==> config.mk <==
export PLATFORM = sky130hd
export DESIGN_NAME = msx_mouse_port_flat
export DESIGN_NICKNAME = d
export VERILOG_FILES = /design/src/rtl/msx_mouse_port_if.sv /design/src/rtl/msx_mouse_port.sv /design/src/flat_wrapper.sv
export SDC_FILE = /design/constraint.sdc
export NUM_CORES = 1
export LEC_CHECK = 0
export CAP_MARGIN = 20
export CORE_MARGIN = 3
export CORE_UTILIZATION = 55
export CTS_CLUSTER_SIZE = 25
export DETAILED_ROUTE_END_ITERATION = 8
export PLACE_DENSITY = 0.76
export SYNTH_ARGS = -nofsm -noshare
export SYNTH_HDL_FRONTEND = slang
export SYNTH_SLANG_ARGS = --single-unit
==> constraint.sdc <==
create_clock -name clk_sys -period 4.5 [get_ports clk_sys]
set_clock_uncertainty 0.15 [all_clocks]
set_input_delay 0.9 -clock clk_sys [delete_from_list [all_inputs] [get_ports clk_sys]]
set_output_delay 0.9 -clock clk_sys [all_outputs]
set_load 0.005 [all_outputs]
==> src/rtl/msx_mouse_port_if.sv <==
// Bus between the PS/2 source / MSX joystick pins and the mouse port.
interface msx_mouse_port_if;
    logic [24:0] ps2_mouse;
    logic        strobe;
    logic [5:0]  data;
    logic        active;

    modport master (output ps2_mouse, output strobe, input data, input active);
    modport slave  (input ps2_mouse, input strobe, output data, output active);
endinterface

==> src/rtl/msx_mouse_port.sv <==
// Converts MiSTer PS/2 mouse packets into the MSX strobe-driven 4-nibble mouse protocol.
// Motion accumulates between reads, is snapshotted on the first strobe edge and served as nibbles.
module msx_mouse_port #(
    parameter int unsigned CLK_HZ     = 21477270,
    parameter int unsigned TIMEOUT_US = 1500
) (
    input  logic            clk_sys,
    input  logic            reset_n,
    msx_mouse_port_if.slave bus
);
    localparam int unsigned TO_CYCLES =
        32'((64'(CLK_HZ) * 64'(TIMEOUT_US) + 64'd500000) / 64'd1000000);
    localparam int unsigned TO_MAX = TO_CYCLES - 1;
    localparam int unsigned CNT_W  = $clog2(TO_CYCLES);

    typedef enum logic [2:0] {ST_IDLE, ST_XH, ST_XL, ST_YH, ST_YL} state_e;

    state_e             state_q, state_d;
    logic               sync1_q, sync2_q, strb_prev_q;
    logic               pkt_old_q, primed_q;
    logic [9:0]         acc_x_q, acc_x_d, acc_y_q, acc_y_d;
    logic [7:0]         snap_x_q, snap_x_d, snap_y_q, snap_y_d;
    logic [CNT_W-1:0]   cnt_q, cnt_d;
    logic [5:0]         data_q, data_d;
    logic               active_q, active_d;
    logic [1:0]         btn_d;
    logic [3:0]         nib_c;
    logic [8:0]         dx_c, dy_c;
    logic               strb_edge_c, timeout_c, pkt_c, snap_c;
    logic               unused_c;

    assign unused_c = ^{bus.ps2_mouse[7:6], bus.ps2_mouse[3:2]};

    function automatic logic [9:0] sat10(input logic signed [11:0] v);
        if (v > 12'sd511)  return 10'h1FF;
        if (v < -12'sd512) return 10'h200;
        return v[9:0];
    endfunction

    function automatic logic [7:0] sat8(input logic signed [9:0] v);
        if (v > 10'sd127)  return 8'h7F;
        if (v < -10'sd128) return 8'h80;
        return v[7:0];
    endfunction

    // Next-state: sequencing, accumulation, snapshot and output nibble
    always_comb begin
        strb_edge_c = sync2_q ^ strb_prev_q;
        timeout_c   = (cnt_q == CNT_W'(TO_MAX));
        pkt_c       = primed_q && (bus.ps2_mouse[24] != pkt_old_q);
        dx_c        = {bus.ps2_mouse[4], bus.ps2_mouse[15:8]};
        dy_c        = {bus.ps2_mouse[5], bus.ps2_mouse[23:16]};
        snap_c      = strb_edge_c && (state_q == ST_IDLE || state_q == ST_YL);

        state_d  = state_q;
        acc_x_d  = acc_x_q;
        acc_y_d  = acc_y_q;
        snap_x_d = snap_x_q;
        snap_y_d = snap_y_q;
        btn_d    = data_q[5:4];
        nib_c    = 4'h0;

        case (state_q)
            ST_IDLE: if (strb_edge_c) state_d = ST_XH;
            ST_XH:   if (strb_edge_c) state_d = ST_XL;
            ST_XL:   if (strb_edge_c) state_d = ST_YH;
            ST_YH:   if (strb_edge_c) state_d = ST_YL;
            ST_YL:   if (strb_edge_c) state_d = ST_XH;
            default: state_d = ST_IDLE;
        endcase
        if (!strb_edge_c && timeout_c) state_d = ST_IDLE;

        // Snapshot takes the pre-packet totals; a coincident packet lands in the cleared accumulator
        if (snap_c) begin
            snap_x_d = sat8(acc_x_q);
            snap_y_d = sat8(acc_y_q);
            acc_x_d  = 10'h000;
            acc_y_d  = 10'h000;
        end
        if (pkt_c) begin
            acc_x_d = sat10({{2{acc_x_d[9]}}, acc_x_d} - {{3{dx_c[8]}}, dx_c});
            acc_y_d = sat10({{2{acc_y_d[9]}}, acc_y_d} + {{3{dy_c[8]}}, dy_c});
            btn_d   = {~bus.ps2_mouse[1], ~bus.ps2_mouse[0]};
        end

        case (state_d)
            ST_XH:   nib_c = snap_x_d[7:4];
            ST_XL:   nib_c = snap_x_d[3:0];
            ST_YH:   nib_c = snap_y_d[7:4];
            ST_YL:   nib_c = snap_y_d[3:0];
            default: nib_c = 4'h0;
        endcase

        data_d   = {btn_d, nib_c};
        active_d = pkt_c;
        cnt_d    = strb_edge_c ? '0 : (timeout_c ? cnt_q : cnt_q + CNT_W'(1));
    end

    always_ff @(posedge clk_sys or negedge reset_n) begin
        if (!reset_n) begin
            sync1_q     <= 1'b0;
            sync2_q     <= 1'b0;
            strb_prev_q <= 1'b0;
            pkt_old_q   <= 1'b0;
            primed_q    <= 1'b0;
            state_q     <= ST_IDLE;
            acc_x_q     <= 10'h000;
            acc_y_q     <= 10'h000;
            snap_x_q    <= 8'h00;
            snap_y_q    <= 8'h00;
            cnt_q       <= '0;
            data_q      <= 6'b110000;
            active_q    <= 1'b0;
        end else begin
            sync1_q     <= bus.strobe;
            sync2_q     <= sync1_q;
            strb_prev_q <= sync2_q;
            pkt_old_q   <= bus.ps2_mouse[24];
            primed_q    <= 1'b1;
            state_q     <= state_d;
            acc_x_q     <= acc_x_d;
            acc_y_q     <= acc_y_d;
            snap_x_q    <= snap_x_d;
            snap_y_q    <= snap_y_d;
            cnt_q       <= cnt_d;
            data_q      <= data_d;
            active_q    <= active_d;
        end
    end

    assign bus.data   = data_q;
    assign bus.active = active_q;
endmodule
==> src/flat_wrapper.sv <==
// flat-port wrapper written by rule: the top's interface ports become plain ports
module msx_mouse_port_flat 
#(
    parameter int unsigned CLK_HZ     = 21477270,
    parameter int unsigned TIMEOUT_US = 1500
)
  (clk_sys, reset_n, bus_ps2_mouse, bus_strobe, bus_data, bus_active);
  msx_mouse_port_if bus_i ();
  input  logic clk_sys;
  input  logic reset_n;
  input wire logic [$bits(bus_i.ps2_mouse)-1:0] bus_ps2_mouse;
  input wire logic [$bits(bus_i.strobe)-1:0] bus_strobe;
  output wire logic [$bits(bus_i.data)-1:0] bus_data;
  output wire logic [$bits(bus_i.active)-1:0] bus_active;
  assign bus_i.ps2_mouse = bus_ps2_mouse;
  assign bus_i.strobe = bus_strobe;
  assign bus_data = bus_i.data;
  assign bus_active = bus_i.active;
  msx_mouse_port #(.CLK_HZ(CLK_HZ), .TIMEOUT_US(TIMEOUT_US)) u_core (.clk_sys(clk_sys), .reset_n(reset_n), .bus(bus_i));
endmodule
### Word-level counts from Yosys, hierarchy flattened

Index checks and enable logic that the tools add are counted.

| storage, ports and cells | value |
|---|---|
| register bits | 66 |
| input port bits | 28 |
| output and inout port bits | 7 |
| word-level logic and storage cells | 97 |

| operators by class | value |
|---|---|
| add/subtract/negate cells | 3 |
| $lt $le $gt $ge | 8 |
| eq/ne operators | 11 |
| muxes and demuxes | 51 |
| bitwise operators | 3 |
| reductions and logical operators | 7 |

Operators by type and width:

| cell | number |
|---|---|
| two-way mux 10 bit | 12 |
| two-way mux 8 bit | 10 |
| two-way mux 15 bit | 2 |
| > comparator 12 x 10 -> 1 bit, second input constant | 2 |
| < comparator 12 x 10 -> 1 bit, second input constant | 2 |
| > comparator 10 x 8 -> 1 bit, second input constant | 2 |
| < comparator 10 x 8 -> 1 bit, second input constant | 2 |
| two-way mux 1 bit | 20 |
| one-hot mux 4 bit (4 select lines) | 1 |
| adder 15 x 1 -> 15 bit, second input constant | 1 |
| equality test 15 bit, second input constant | 1 |
| two-way mux 3 bit | 5 |
| equality test 3 x 2 -> 1 bit, second input constant | 4 |
| one-hot mux 3 bit (4 select lines) | 1 |
| adder 10 x 9 -> 11 bit | 1 |
| subtractor 10 x 9 -> 11 bit | 1 |
| equality test 3 x 1 -> 1 bit, second input constant | 2 |
| equality test 3 bit, second input constant | 2 |
| logical AND 1 bit | 3 |
| logical NOT 3 bit | 1 |
| inequality test 2 x 1 -> 1 bit, second input constant | 1 |
| NOT 1 bit | 2 |
| OR reduction 2 bit | 1 |
| logical NOT 1 bit | 1 |
| other kinds (3) | 3 |

### Depth between registers and ports, before layout

| depth | value |
|---|---|
| word-level depth | 13 |
| depth in mapped cells | 14 |
| depth with buffers taken out | 12 |

### Least setup slack after synthesis

OpenSTA, ideal clock, no wires.

| path | value |
|---|---|
| path type | reg2reg |
| from | register u_core.strb_prev_q |
| to | register u_core.acc_y_q[0] |
| setup time | 140 ps |
| arrival time | 3213 ps |
| data required time | 4210 ps |
| slack | 997 ps |
| cell stages (with the launch flop) | 14 |
| path buffers | 3 |
| clock period less this slack | 3503 ps |
| path through | dfrtp_1 > xor2_1 > nand2_1 > buf_2 > clkbuf_1 > and2_1 > ha_1 > clkbuf_1 > and3_1 > a211o_1 > a211oi_1 > nor3_1 > a221oi_2 > a2bb2oi_1 |

| on the way | value |
|---|---|
| cells in the longest elaborated chain, start to end | 11 |
| elaborated cells on any way between the ends | 15 |
| classes of those cells | 1 x add/sub; 2 x order compare; 10 x mux; 1 x bitwise; 1 x reduce/logical |

RTL lines:

| what | RTL line | source |
|---|---|---|
| start, declared | msx_mouse_port.sv:19 | `logic sync1_q, sync2_q, strb_prev_q;` |
| start signal, assigned | msx_mouse_port.sv:117 | `strb_prev_q <= sync2_q;` |
| XOR 1 bit (*) | msx_mouse_port.sv:48 | `strb_edge_c = sync2_q ^ strb_prev_q;` |
| logical AND 1 bit (*) | msx_mouse_port.sv:53 | `snap_c = strb_edge_c && (state_q == ST_IDLE \|\| state_q == ST_YL);` |
| two-way mux 10 bit (*) | msx_mouse_port.sv:74 | `if (snap_c) begin` |
| adder 10 x 9 -> 11 bit | msx_mouse_port.sv:82 | `acc_y_d = sat10({{2{acc_y_d[9]}}, acc_y_d} + {{3{dy_c[8]}}, dy_c});` |
| < comparator 12 x 10 -> 1 bit | msx_mouse_port.sv:36 | `if (v < -12'sd512) return 10'h200;` |
| two-way mux 1 bit (2 in series) | msx_mouse_port.sv:36 |  |
| two-way mux 1 bit | msx_mouse_port.sv:80 | `if (pkt_c) begin` |
| two-way mux 10 bit | msx_mouse_port.sv:37 | `return v[9:0];` |
| two-way mux 10 bit | msx_mouse_port.sv:36 |  |
| two-way mux 10 bit (*) | msx_mouse_port.sv:80 |  |
| net u_core.acc_y_d[0] | msx_mouse_port.sv:21 | `logic [9:0] acc_x_q, acc_x_d, acc_y_q, acc_y_d;` |
| end signal, assigned | msx_mouse_port.sv:122 | `acc_y_q <= acc_y_d;` |
| end, declared | msx_mouse_port.sv:21 |  |

Mark *: on every way through the listed nets, which the timed path passes. The rest lies on a longest branch. The select of a mux whose other input is x is not followed.
A chain may end at the register's enable or synchronous reset.

### Worst setup path after layout

| path | value |
|---|---|
| from | register u_core.sync2_q |
| to | register u_core.acc_y_q[4] |

| on the way | value |
|---|---|
| cells in the longest elaborated chain, start to end | 11 |
| elaborated cells on any way between the ends | 15 |
| classes of those cells | 1 x add/sub; 2 x order compare; 10 x mux; 1 x bitwise; 1 x reduce/logical |

RTL lines:

| what | RTL line | source |
|---|---|---|
| start, declared | msx_mouse_port.sv:19 |  |
| start signal, assigned | msx_mouse_port.sv:116 | `sync2_q <= sync1_q;` |
| XOR 1 bit (*) | msx_mouse_port.sv:48 |  |
| logical AND 1 bit (*) | msx_mouse_port.sv:53 |  |
| two-way mux 10 bit (*) | msx_mouse_port.sv:74 |  |
| adder 10 x 9 -> 11 bit | msx_mouse_port.sv:82 |  |
| < comparator 12 x 10 -> 1 bit | msx_mouse_port.sv:36 |  |
| two-way mux 1 bit (2 in series) | msx_mouse_port.sv:36 |  |
| two-way mux 1 bit | msx_mouse_port.sv:80 |  |
| two-way mux 10 bit | msx_mouse_port.sv:37 |  |
| two-way mux 10 bit | msx_mouse_port.sv:36 |  |
| two-way mux 10 bit (*) | msx_mouse_port.sv:80 |  |
| net u_core.acc_y_d[4] | msx_mouse_port.sv:21 |  |

Marked as above.

==> key figures <==
CTS
  – Total CTS buffers: 9
  – Resized cells post-CTS: 0
  – CTS Buffer Depth: 2
  – Clock sinks: 66
  – Clk_lat worst skew: 340 ps
  – Clock transition at the registers of the reported paths: 70 ps
  – Post-CTS Setup Inserts: 0
  – Hold-fix buffers, CTS: 0
  – H-tree depth: 3
  – Root Buffer: clkbuf_8
  – TritonCTS clock tree: yes

Global route
  – Grt met1 use: 28.88%
  – GRT Max-Usage Layer: met2
  – Met2 Use GR: 35.38%
  – Grt ovf: 0
  – Initial antenna violation count: 0
  – All-Layer GR Usage: 21.73%
  – First-pass GRT wire length: 15.22 mm
  – Largest net degree at the start of global routing: 44
  – Vias in the first global route: 3339
  – Met3 Use GR: 5.873%

Synthesis
  – Yosys warnings: 0
  – Synthesized Nets: 537
  – Synth Register Bits: 66
  – FFs w/ async S/R, synth: 100.0%
  – Sequential share of the synthesized area: 39.21%
  – Top-count cell post-synth: nand2_1
  – Commonest cells in the netlist: nand2_1, dfrtp_1, nor2_1
  – Post-synthesis cell area: 4219 um2
  – Post-synth top area share: 37.96%
  – Synth area leader: dfrtp_1
  – EDFF count, synth: 0
  – Top cells by area, synth: dfrtp_1, ha_1, nand2_1
  – Distinct cells, synth: 64
  – Syn avg cell area: 8.699 um2
  – Synthesized instance count: 485
  – Post-synth top flop: dfrtp_1

Placed design
  – Post-DP Area: 4596 um2
  – GPL Wtd Cong: 0.9035
  – I/O Buffers: 30
  – Pre-CTS setup slack: 581.8 ps
  – DP HPWL: 6.570 mm

Worst hold path
  – Worst hold path class: flop to flop
  – Hold Path Sink: u_core.sync2_q
  – Hold depth: 0
  – Hold Startpoint: u_core.sync1_q

STA
  – Pins Over Slew Limit: 0
  – Crit share post-route: 88.79%
  – Fin Setup TNS: 0 ps
  – Final min period: 3996 ps
  – Setup ws final: 504.4 ps
  – Max_slew headroom: 36.49%
  – Fmax: 250.3 MHz
  – Final Hold Viols: 0
  – Final setup viols: 0
  – RSZ-0062 raised after global routing: no
  – Least-Margin Pin Slew: 952.7 ps

Worst setup path
  – Critical Path Fanout Max: 20
  – Crit path launch type: flop
  – Reg2reg start: u_core.sync2_q
  – Crit path launch: u_core.sync2_q
  – FF-to-FF setup slack: 500 ps
  – CP Class: flop to flop
  – Worst Path Arrival: 4040 ps
  – Reg2reg end: u_core.acc_y_q[4]
  – Worst reg-to-reg path cell count: 10
  – Crit path required time: 4550 ps
  – Crit path capture type: flop

Drt
  – Initial detailed-routing violation count: 165
  – DR vias: 3530
  – WL/cell: 14.53 um
  – Residual DRC: 0
  – Router iterations before antenna repair: 5
  – Antenna-violating nets left: 0
  – Vias per cell: 5.731
  – Post-Route WL: 8.949 mm

Power
  – VDD IR max: 0.3138 mV
  – Clock share of power: 16.2%
  – P_sw: 1.384 mW
  – Leak: 2.181 nW
  – Pwr/cell area: 686.5 nW/um2
  – Switching portion of total power: 41.96%
  – P_int: 1.915 mW
  – Seq pwr share: 29.8%
  – Logic pwr share: 54.0%

Floorplanning
  – Die Y: 93.59 um
  – Initial Utilization: 57.55%
  – CORE AREA: 7331 um2
  – FP Rows: 31
  – DIE WIDTH: 93.59 um
  – Ports: 35
  – Die area: 8758 um2

Final layout
  – Fill count: 607
  – Final #Nets: 564
  – ANT cells: 0
  – FF/Latch Area: 1654 um2
  – Layout area overhead: 13.91%
  – Layout cells sized above 1: 6.963%
  – Area of the multi-input gates: 2400 um2
  – Final core utilization: 65.56%
  – Final Cell Area: 4806 um2

Status
  – Status: finished clean

Flow run
  – Max-cap violations: 0
-- metal layers --
| layer | wire length [um] | up-vias |
|---|---|---|
| met5 | 0 | - |
| met4 | 95 | 0 |
| met3 | 366 | 9 |
| met2 | 4266 | 82 |
| met1 | 4220 | 1677 |
| li1 | - | 1762 |
-- through the flow --
stage | hold WS [ps] | power (mW) | std cells
finish | 212.3 | 3.299 | 616
global route | 216.9 | 3.578 | 616
CTS | 214.7 | 3.297 | 616
detailed placement | 190.3 | 2.743 | 600
global placement | 189.5 | 2.681 | 600
floorplan | 181.2 | 2.328 | 485
-- cells in the final DEF, fill, tap and decap left out, drive strengths merged, types with 10 or more instances in the layout --
cell type / count
inv: 22
xnor2: 12
a2bb2oi: 10
nand3: 19
nor2: 61
clkbuf: 11
o21ai: 33
dfrtp: 64
nand2: 65
xor2: 14
and2: 17
ha: 22
a21oi: 20
clkdlybuf4s50: 29
-- flip-flops by register name, indices dropped and copies added (netlist names), 3 cells and up --
name	count
u_core.snap_x_q	8
u_core.acc_y_q	10
u_core.cnt_q	15
u_core.acc_x_q	10
u_core.state_q	3
u_core.snap_y_q	8
u_core.bus.data	6
-- how the worst max path moves through the flow --
| stage | cells past startpoint | slack, ps | to |
|---|---|---|---|
| detailed placement | 10 | 580 | u_core.acc_y_q[4] |
| global route | 10 | 220 | u_core.acc_y_q[4] |
| CTS | 10 | 550 | u_core.acc_y_q[4] |
| finish | 10 | 500 | u_core.acc_y_q[4] |
| global placement | 10 | 650 | u_core.acc_y_q[7] |
| floorplan | 13 | 1000 | u_core.acc_y_q[0] |
-- power groups by stage --
stage / sequential, mW / clock, mW / combinational [mW]
after floorplan: 0.902 / 0 / 1.43
after global placement: 0.971 / 0 / 1.71
after detailed placement: 0.987 / 0 / 1.76
after CTS: 0.980 / 0.545 / 1.77
after global routing: 1.01 / 0.565 / 2.00
final: 0.984 / 0.534 / 1.78
-- cell families after synthesis --
| logic type | after synthesis | synth area share [%] |
|---|---|---|
| and+or+nand+nor | 207 | 23.10 |
| AOI/OAI and AO/OA | 107 | 17.56 |
| DFF | 66 | 39.21 |
| buffers and inverters | 41 | 3.915 |
| xor gates and xnor gates | 26 | 5.397 |
| adders and majority gates | 24 | 7.473 |
| muxes | 13 | 3.262 |
| other | 1 | 0.08888 |
-- critical path, stage by stage (launching register included) --
cell       delay [ps]
dfrtp_1           420
xor2_1            200
nand2_1           450
and2_1            380
ha_1              360
and2_1            200
a221oi_1          450
a21oi_1           210
or2_1             300
a221oi_2          550
a2bb2oi_1         160
-- final cells by class --
| cell class | count | share of cell area, % |
|---|---|---|
| clock buffers | 11 | 2.734 |
| clock inverters | 5 | 1.640 |
| inverters | 22 | 1.770 |
| multi-input cells | 378 | 49.93 |
| flip-flops and latches | 66 | 34.42 |
| well taps | 99 | 2.577 |
| repair buffers | 35 | 6.925 |
Power figures use the tool's default switching activity.
